<file path="src/rtl/uart_tx_unit.sv">
// uart_tx_unit: 8-bit UART transmitter, 8N1/8N2, optional parity bit via UART_TX_PARITY_EN
module uart_tx_unit #(
    parameter int clk_freq   = 12_000_000,
    parameter int baud       = 115200,
    parameter int stop_bits  = 1,
    parameter int parity_odd = 0
) (
    input  logic       clk,
    input  logic       rst_n,
    input  logic       tx_start,
    input  logic [7:0] tx_data,
    output logic       tx_busy,
    output logic       tx_done,
    output logic       tx
);
    localparam int CLKS_PER_BIT = clk_freq / baud;
    localparam int CW = CLKS_PER_BIT > 1 ? $clog2(CLKS_PER_BIT) : 1;
    if (stop_bits < 1 || stop_bits > 2 || parity_odd < 0 || parity_odd > 1 || CLKS_PER_BIT < 2)
    begin : g_bad_cfg
        $error("uart_tx_unit: illegal parameter set");
    end
    typedef enum logic [2:0] {
        S_IDLE,
        S_START,
        S_DATA,
`ifdef UART_TX_PARITY_EN
        S_PARITY,
`endif
        S_STOP
    } state_t;
    state_t state, state_n;
    logic [CW-1:0] baud_cnt, baud_n;
    logic [2:0] bit_cnt, bit_n;
    logic [7:0] shift_reg, shift_n;
    logic tx_n, busy_n, done_n, wrap;
`ifdef UART_TX_PARITY_EN
    logic par, par_n;
`endif
    always_ff @(posedge clk) begin
        if (!rst_n) begin
            state     <= S_IDLE;
            baud_cnt  <= '0;
            bit_cnt   <= '0;
            shift_reg <= '0;
            tx        <= 1'b1;
            tx_busy   <= 1'b0;
            tx_done   <= 1'b0;
`ifdef UART_TX_PARITY_EN
            par       <= 1'b0;
`endif
        end else begin
            state     <= state_n;
            baud_cnt  <= baud_n;
            bit_cnt   <= bit_n;
            shift_reg <= shift_n;
            tx        <= tx_n;
            tx_busy   <= busy_n;
            tx_done   <= done_n;
`ifdef UART_TX_PARITY_EN
            par       <= par_n;
`endif
        end
    end
    always_comb begin
        state_n = state;
        bit_n   = bit_cnt;
        shift_n = shift_reg;
        tx_n    = tx;
        busy_n  = tx_busy;
        done_n  = 1'b0;
`ifdef UART_TX_PARITY_EN
        par_n   = par;
`endif
        wrap    = baud_cnt == CW'(CLKS_PER_BIT - 1);
        baud_n  = state == S_IDLE ? '0 : wrap ? '0 : baud_cnt + CW'(1);
        case (state)
            S_IDLE: if (tx_start) begin
                state_n = S_START;
                shift_n = tx_data;
                tx_n    = 1'b0;
                busy_n  = 1'b1;
`ifdef UART_TX_PARITY_EN
                par_n   = (^tx_data) ^ 1'(parity_odd);
`endif
            end
            S_START: if (wrap) begin
                state_n = S_DATA;
                bit_n   = '0;
                tx_n    = shift_reg[0];
            end
            S_DATA: if (wrap) begin
                if (bit_cnt == 3'd7) begin
                    bit_n = '0;
`ifdef UART_TX_PARITY_EN
                    state_n = S_PARITY;
                    tx_n    = par;
`else
                    state_n = S_STOP;
                    tx_n    = 1'b1;
`endif
                end else begin
                    bit_n   = bit_cnt + 3'd1;
                    shift_n = shift_reg >> 1;
                    tx_n    = shift_reg[1];
                end
            end
`ifdef UART_TX_PARITY_EN
            S_PARITY: if (wrap) begin
                state_n = S_STOP;
                bit_n   = '0;
                tx_n    = 1'b1;
            end
`endif
            S_STOP: if (wrap) begin
                // bit_cnt counts stop bits already completed
                if (bit_cnt == 3'(stop_bits - 1)) begin
                    state_n = S_IDLE;
                    bit_n   = '0;
                    busy_n  = 1'b0;
                    done_n  = 1'b1;
                end else begin
                    bit_n = bit_cnt + 3'd1;
                end
            end
            default: state_n = S_IDLE;
        endcase
    end
endmodule

</file>
<file path="config.mk">
export PLATFORM = sky130hd
export DESIGN_NAME = uart_tx_unit
export DESIGN_NICKNAME = d
export VERILOG_FILES = /design/src/rtl/uart_tx_unit.sv
export SDC_FILE = /design/constraint.sdc
export NUM_CORES = 1
export LEC_CHECK = 0
export ABC_AREA = 1
export ABC_CLOCK_PERIOD_IN_PS = 2110
export BUFFER_PORTS_ARGS = -buffer_cell sky130_fd_sc_hd__buf_2
export CAP_MARGIN = 15
export CORE_MARGIN = 1.5
export CORE_UTILIZATION = 40
export DETAILED_ROUTE_END_ITERATION = 16
export GPL_TIMING_DRIVEN = 0
export SLEW_MARGIN = 20
export SYNTH_ARGS = -nofsm -noshare
export SYNTH_HDL_FRONTEND = slang
export SYNTH_SLANG_ARGS = --single-unit
</file>
<file path="constraint.sdc">
create_clock -name clk -period 2.11 [get_ports clk]
set_input_delay 0.1055 -clock clk [delete_from_list [all_inputs] [get_ports clk]]
set_output_delay 0.1055 -clock clk [all_outputs]
set_load 0.03 [all_outputs]
</file>
Word-level counts from Yosys, hierarchy flattened

Index checks and enable logic that the tools add are counted.

Eq/ne operators: 12
Shifts and indexed selects: 0
Bitwise operators: 1
$lt $le $gt $ge: 0
Div/mod/pow operators: 0
$add $sub $neg: 2
Reductions and logical operators: 13
$mul: 0
Mux-type cells: 27

Operators with widths:

| operator              | number |
|---|---|
| $mux W3               | 11 |
| $mux W8               | 3 |
| $pmux W8 S2           | 1 |
| $reduce_and A4 Y1     | 4 |
| $ne A2 B2 Y1 const B  | 7 |
| $pmux W3 S4           | 1 |
| $pmux W3 S3           | 1 |
| $mux W1               | 8 |
| $add A7 B1 Y7 const B | 1 |
| $eq A7 B7 Y1 const B  | 1 |
| $eq A3 B2 Y1 const B  | 2 |
| $logic_not A3 Y1      | 2 |
| $reduce_and A6 Y1     | 1 |
| $reduce_bool A3 Y1    | 2 |
| $reduce_bool A2 Y1    | 2 |
| $add A3 B1 Y3 const B | 1 |
| $eq A3 B1 Y1 const B  | 1 |
| $eq A3 B3 Y1 const B  | 1 |
| $pmux W1 S3           | 1 |
| $reduce_and A3 Y1     | 1 |
| $reduce_or A3 Y1      | 1 |
| $pmux W1 S2           | 1 |
| $not A1 Y1            | 1 |

Memories kept: 0
Output and inout port bits: 3
Flip-flop bits (word level): 24
ROM bits: 0
Bits of input ports: 11
Bits in writable memories: 0
Latch bits: 0

Depth between registers and ports, before layout

Gate-level depths: netlist of the first run.

Word-level depth: 4
Gate-level depth with buffers: 12
Gate-level depth less buffers: 12

Least setup slack after synthesis of the first run

No wires, ideal clock.

Path kind: register -> register
Start: register state[0]
End: register shift_reg[0]
Arrival time: 1.324 ns
Cell stages (with the launch flop): 9
Slack: 0.654 ns
Library setup time: 0.132 ns
Clock period less this slack: 1.456 ns
Data required time: 1.978 ns
Cells stage by stage: dfxtp_1 inv_1 ha_1 inv_2 buf_2 o21ai_4 nand2_2 nand2_1 a21oi_1

Cells in the longest elaborated chain, start to end: 3
Elaborated cells between the ends (all ways): 8
Classes of those cells: eq/ne (4); mux (1); reduce/logical (3)

Ends and longest elaborated chain:

| item                                                         | RTL line | RTL |
|---|---|---|
| start, declared                                              | 31       | `state_t state, state_n;` |
| start signal, assigned                                       | 52       | `state <= state_n;` |
| $eq A3 B2 Y1 or $logic_not A3 Y1 (tied branches)             | 76       | `case (state)` |
| $ne A2 B2 Y1 (no line) or $reduce_bool A2 Y1 (tied branches) | n/a      |  |
| $reduce_and A4 Y1 (no line)                                  | n/a      |  |
| end signal, assigned                                         | 55       | `shift_reg <= shift_n;` |
| end, declared                                                | 34       | `logic [7:0] shift_reg, shift_n;` |

Several ways; a longest one is shown, not always the timed one.
A chain may end at the register's enable or synchronous reset.

Final worst setup path of the first run

Start: register state[0]
End: register shift_reg[3]

The elaborated chain is that of the path after synthesis.

==> results of run 1 <==
-- power by group through the flow --
stage               logic (W)  registers (W)  clock network [W]
CTS                  0.000838       0.000586           0.000215
global placement     0.000819       0.000591                  0
detailed placement   0.000832       0.000595                  0
finish               0.000827       0.000586           0.000204
floorplan            0.000630       0.000613                  0
global route         0.000961       0.000596           0.000233
-- final cells by class --
class	instances	area, sq um	area share, %
plain buffers	3	13.8	1.00
clock buffers	3	22.5	1.64
clock inverters	1	5.00	0.364
inverters	17	63.8	4.64
multi-input cells	133	703	51.1
flip-flops and latches	23	460	33.5
well taps	33	41.3	3.00
repair buffers	13	65.1	4.73
-- logic make-up (layout without fill, tap and decap cells) --
| group | Yosys count | in the layout | synth area share (%) |
|---|---|---|---|
| buffers and inverters | 20 | 37 | 6.25 |
| AO/OA/AOI/OAI | 27 | 27 | 13.1 |
| AND/OR/NAND/NOR | 96 | 96 | 33.8 |
| adder cells (fa/ha/maj) | 9 | 9 | 9.07 |
| flip-flops | 23 | 23 | 37.1 |
| XOR/XNOR | 1 | 1 | 0.706 |
-- worst paths after layout --
kind,startpoint,to,slack [ns],cells after the start
setup / recovery,state[0],shift_reg[3],0.41,8
hold / removal,rst_n,tx,0.05,2
setup reg to reg,state[0],shift_reg[3],0.41,8
hold reg to reg,tx_busy,tx_busy,0.46,2
-- metal layers --
layer | track usage [%] | up-vias | routed length (microns)
met5 | 0 | - | 0
met4 | 3.90 | 0 | 19
met3 | 2.64 | 2 | 51
met2 | 30.3 | 14 | 1210
met1 | 21.2 | 523 | 1230
li1 | - | 606 | -
-- per-stage QoR --
step | util, % | total power, W | hold WS [ns]
floorplan | - | 0.00124 | 0.190
global placement | 44.9 | 0.00141 | 0.375
detailed placement | 44.9 | 0.00143 | 0.372
CTS | 45.8 | 0.00164 | 0.0416
global route | 45.8 | 0.00179 | 0.0553
finish | 45.8 | 0.00162 | 0.0483
-- layout by cell type (no fill, tap or decap), types with 2 or more instances in the layout --
| cell type | instances |
|---|---|
| dfxtp_1 | 23 |
| inv_1 | 14 |
| nor2_1 | 19 |
| o21ai_0 | 7 |
| nand2_1 | 51 |
| inv_2 | 3 |
| a21oi_1 | 16 |
| nor3_1 | 2 |
| nand4_1 | 3 |
| nor2_2 | 2 |
| ha_1 | 9 |
| nand3_1 | 16 |
| clkbuf_4 | 3 |
| buf_2 | 15 |
==> impl_results.md, run 1 <==
- Comb power frac: between 50% and 60%
- Largest net degree at the start of global routing: 14
- Clk_lat worst skew: approximately 0.31 ns
- Global placement routability congestion: 0.795
- Critical path class: reg -> reg
- DRT antenna net count: 0
- Placement Cell Area: between 0.001 and 0.0015 sq mm
- Via count: ~1100
- CP cell instances: inv_1 > ha_1 > inv_2 > buf_2 > o21ai_4 > nand2_2 > nand2_1 > a21oi_1
- CP max stage cell: dfxtp_1
- Worst-Margin Slew: a little under 0.5 ns
- Vias in the first global route: 1093
- Slowest Stage Delay on Critical Path: 0.35 ns
- Drt drc: 0
- Die area: ~0.0034 sq mm
- Via-to-Cell Ratio: approximately 5.1
- Slew Viols, Final: 0
- HP Class: in -> reg
- Fmax: slightly below 0.6 GHz
- Port Buffers: 13
- Setup TNS: 0 ns
- First-pass GRT wire length: 4570 microns
- ANT cells: 0
- Netlist cell types: 22
- First-iteration detailed-routing DRC count: 45
- Syn Area/Cell: a little over 7 sq um
- Post-CTS Setup Bufs: 0
- H-tree lvl count: 1
- Final instance area: approximately 0.0014 sq mm
- Power Internal: around 0.00088 W
- Sequential area share after synthesis: a little under two fifths
- Asr flop ratio synth: 0%
- Overall Global Routing Usage: between 10% and 20%
- CTS Hold Bufs: 0
- Most common cell in the netlist: nand2_1
- Gate Count Post-Synth: between 150 and 200
- Worst-path maximum fanout: 10
- Clock buffer count from CTS: 3
- Width of the die: slightly below 60 microns
- CP Buf/Inv Count: 3
- Relative slew slack: 67.5%
- Ranking of synthesized cells by instance count: nand2_1 (51), dfxtp_1 (23), nor2_1 (19), a21oi_1 (16), nand3_1 (16)
- Clock Sinks: 23
- Unrepaired setup endpoints after global routing: false
- Top cells by area, synth: dfxtp_1 (37%), nand2_1 (15%), ha_1 (9.1%)
- Cell leakage power: between 0.6 and 0.7 nW
- Top Family by Delay on Critical Path: flip-flops
- Layout area overhead: 10.8%
- Crit start category: flip-flop
- Dominant synthesized flop cell: dfxtp_1
- Post-DP HPWL: approximately 2000 microns
- Status: finished clean
- Dpl cells: around 220
- I/O Pins: 14
- Net Switching: ~0.00074 W
- Post-CTS resize count: 0
- Row count: 20
- Sw Share: a little under half
- DR pass1 iterations: 4
- Final WL: roughly 2500 microns
- Largest area contributor in the netlist: dfxtp_1
- Share of power burned in registers: about 36%
- Starting Density: 41.3%
- Total gr overflow: 0
- Initial antenna violation count: 0
- Clock root cell: clkbuf_4
- Average wire per standard cell: around 11 microns
- Core ar.: roughly 0.0030 sq mm
- Final Worst Setup Slack: between 0.4 and 0.5 ns
- Req. time, crit path: ~2.3 ns
- Min Clock Period, post-route: 1.70 ns
- Share of layout cells above drive strength 1: between 10% and 20%
- CTS tree: built
- Max reg flops: 8
- Clk pwr share: between 10% and 20%
- Pre-CTS WS: about 0.41 ns
- Layout Skew: between 0.006 and 0.007 ns
- Crit end category: flip-flop
- Total number of yosys warnings: 0
- Final period utilization: 80.7%
- Die height: 58.7 microns
- Fin. Hold Viols: 0
- Number of synthesized flops with an enable pin: 0
- Fin cells: 226
- Peak VDD IR: between 0.5 and 0.6 mV
- P per Cell Area: roughly 1200 mW/mm^2
- Register bit total from synthesis: 23
- Max-cap violations: 0
- Syn nets: approximately 200
- Synth top area share: 37.1%
- Count of final setup violators: 0
- Reg clk slew, reported paths: 0.13 ns
- Fill cells: 326
- Nets: 214
- Post-synthesis cell area: 0.00124 sq mm
- WP data arrival: between 1.5 and 2 ns
- Largest buffer count on any clock path: 2
Power figures use the tool's default switching activity.
==> run 2: changes to the inputs <==
--- a/config.mk
+++ b/config.mk
@@ -6,7 +6,7 @@
 export NUM_CORES = 1
 export LEC_CHECK = 0
 export ABC_AREA = 1
-export ABC_CLOCK_PERIOD_IN_PS = 2110
+export ABC_CLOCK_PERIOD_IN_PS = 1800
 export BUFFER_PORTS_ARGS = -buffer_cell sky130_fd_sc_hd__buf_2
 export CAP_MARGIN = 15
 export CORE_MARGIN = 1.5
==> constraint.sdc (replaced) <==
create_clock -name clk -period 1.8 [get_ports clk]
set_input_delay 0.09 -clock clk [delete_from_list [all_inputs] [get_ports clk]]
set_output_delay 0.09 -clock clk [all_outputs]
set_load 0.03 [all_outputs]
==> run 2 against run 1 <==
Against the previous run: setup slack lost 0.25 ns; total power grew 21%; clock power grew 17%; register-to-register slack lost 0.25 ns; first-iteration DRC count shrank 6.7%; final area grew 1.8%; fmax grew 3.9%; combinational power grew 26%; critical path depth is the same; sequential power grew 17%; sequential share of layout area shrank 0.60 points.
==> impl_results.md, run 2 (synthesized netlist as in run 1, its figures left out) <==
- First-pass GRT wire length: 4570 microns
- Slew Viols, Final: 0
- Die area: 0.00345 sq mm
- First-iteration detailed-routing DRC count: 42
- H-tree lvl count: 1
- P per Cell Area: around 1400 mW/mm^2
- Final period utilization: 91.1%
- Share of layout cells above drive strength 1: between 15 and 20%
- Final Util: between 40% and 50%
- Crit start category: flip-flop
- Largest buffer count on any clock path: 2
- Port Buffers: 13
- WP data arrival: 1.83 ns
- Average wire per standard cell: around 11 microns
- Fin. Hold Viols: 0
- Power, Total: between 0.0015 and 0.002 W
- Clk_lat worst skew: around 0.31 ns
- Min Clock Period, post-route: 1.64 ns
- Relative slew slack: between 60% and 70%
- Worst-path maximum fanout: 10
- Max-cap violations: 0
- Overall Global Routing Usage: 16.9%
- Global placement routability congestion: around 0.8
- HP Class: in -> reg
- Via-to-Cell Ratio: ~5
- Post-DP HPWL: just under 2000 microns
- Final Worst Setup Slack: between 0.15 and 0.2 ns
- Count of final setup violators: 0
- Worst-Margin Slew: ~0.49 ns
- Width of the die: roughly 59 microns
- Layout area overhead: 12.8%
- Reg clk slew, reported paths: 0.13 ns
- Total gr overflow: 0
- Die height: between 50 and 60 microns
- Req. time, crit path: approximately 2.0 ns
- Status: finished clean
- I/O Pins: 14
- Nets: between 200 and 250
- Peak VDD IR: 0.696 mV
- Via count: between 1000 and 1500
- CTS Hold Bufs: 0
- Pre-CTS WS: a little over 0.1 ns
- Clock buffer count from CTS: 3
- Layout Skew: 0.00640 ns
- Largest net degree at the start of global routing: 14
- Drt drc: 0
- DRT antenna net count: 0
- Commonest non-fill, non-tap cell in the layout: nand2_1
- Commonest cells after routing, fill and taps aside: nand2_1 (51), dfxtp_1 (23), nor2_1 (19)
- Final WL: roughly 2500 microns
- Final hold slack: approximately 0.033 ns
- Critical path class: reg -> reg
- Fmax: ~0.61 GHz
- Vias in the first global route: roughly 1100
- Row count: 20
- Initial antenna violation count: 0
- Clock root cell: clkbuf_4
- Cell leakage power: between 0.6 and 0.7 nW
- ANT cells: 0
- Max reg flops: 8
- Unrepaired setup endpoints after global routing: false
- DR pass1 iterations: 4
- CTS tree: built
- Setup TNS: 0 ns
- Crit end category: flip-flop
- Core ar.: between 0.003 and 0.004 sq mm
- Starting Density: approximately 41%
- Clock Sinks: 23
-- run 2: cell count changes in the layout (fill, tap and decap cells not counted), sizes merged --
| cell | previous run | this run |
|---|---|---|
| buf | 15 | 18 |
-- run 2: area by class of cell --
| type | instances | area (sq um) |
|---|---|---|
| buffer | 3 | 13.8 |
| multi-input combinational | 133 | 706 |
| timing repair buffer | 16 | 87.6 |
| tap | 33 | 41.3 |
| clock inverter | 1 | 5.00 |
| sequential | 23 | 460 |
| fill | 327 | 1600 |
| inverter | 17 | 63.8 |
| clock buffer | 3 | 22.5 |
-- run 2: what timing repair did --
item	CTS	global route
endpoints found under the setup margin	0	8
buffers inserted	0	3
gates resized for setup	0	1
-- run 2: critical path, cell delays in order (launching register included) --
cell     delay (ns)
dfxtp_1        0.35
inv_1          0.11
ha_2           0.26
inv_2          0.05
buf_2          0.18
o21ai_4        0.25
nand2_2        0.17
nand2_1        0.09
a21oi_1        0.06
-- run 2: path summary, 6_finish.rpt --
| check | cells after the start | slack (ns) | end | from |
|---|---|---|---|---|
| setup / recovery | 8 | 0.16 | shift_reg[3] | state[0] |
| hold / removal | 2 | 0.03 | tx | rst_n |
| setup reg to reg | 8 | 0.16 | shift_reg[3] | state[0] |
| hold reg to reg | 2 | 0.46 | tx_busy | tx_busy |
-- run 2: metrics by stage --
stage	instance area (sq um)	instances
floorplan	1240	176
global placement	1350	222
detailed placement	1350	222
CTS	1380	226
global route	1400	229
finish	1400	229
-- run 2: where the power goes --
group	total [W]	internal [W]	switching [W]	leakage [nW]
Clock	0.000238	0.0000828	0.000156	0.0177
Combinational	0.00104	0.000379	0.000657	0.426
Sequential	0.000688	0.000623	0.0000644	0.188
-- run 2: metal layers --
layer,GRT usage (%),up-vias,part of all wire [%]
met2,30.3,14,48
met5,0,-,0
met4,3.90,0,0.75
li1,-,613,-
met3,2.64,2,1.9
met1,21.2,520,49
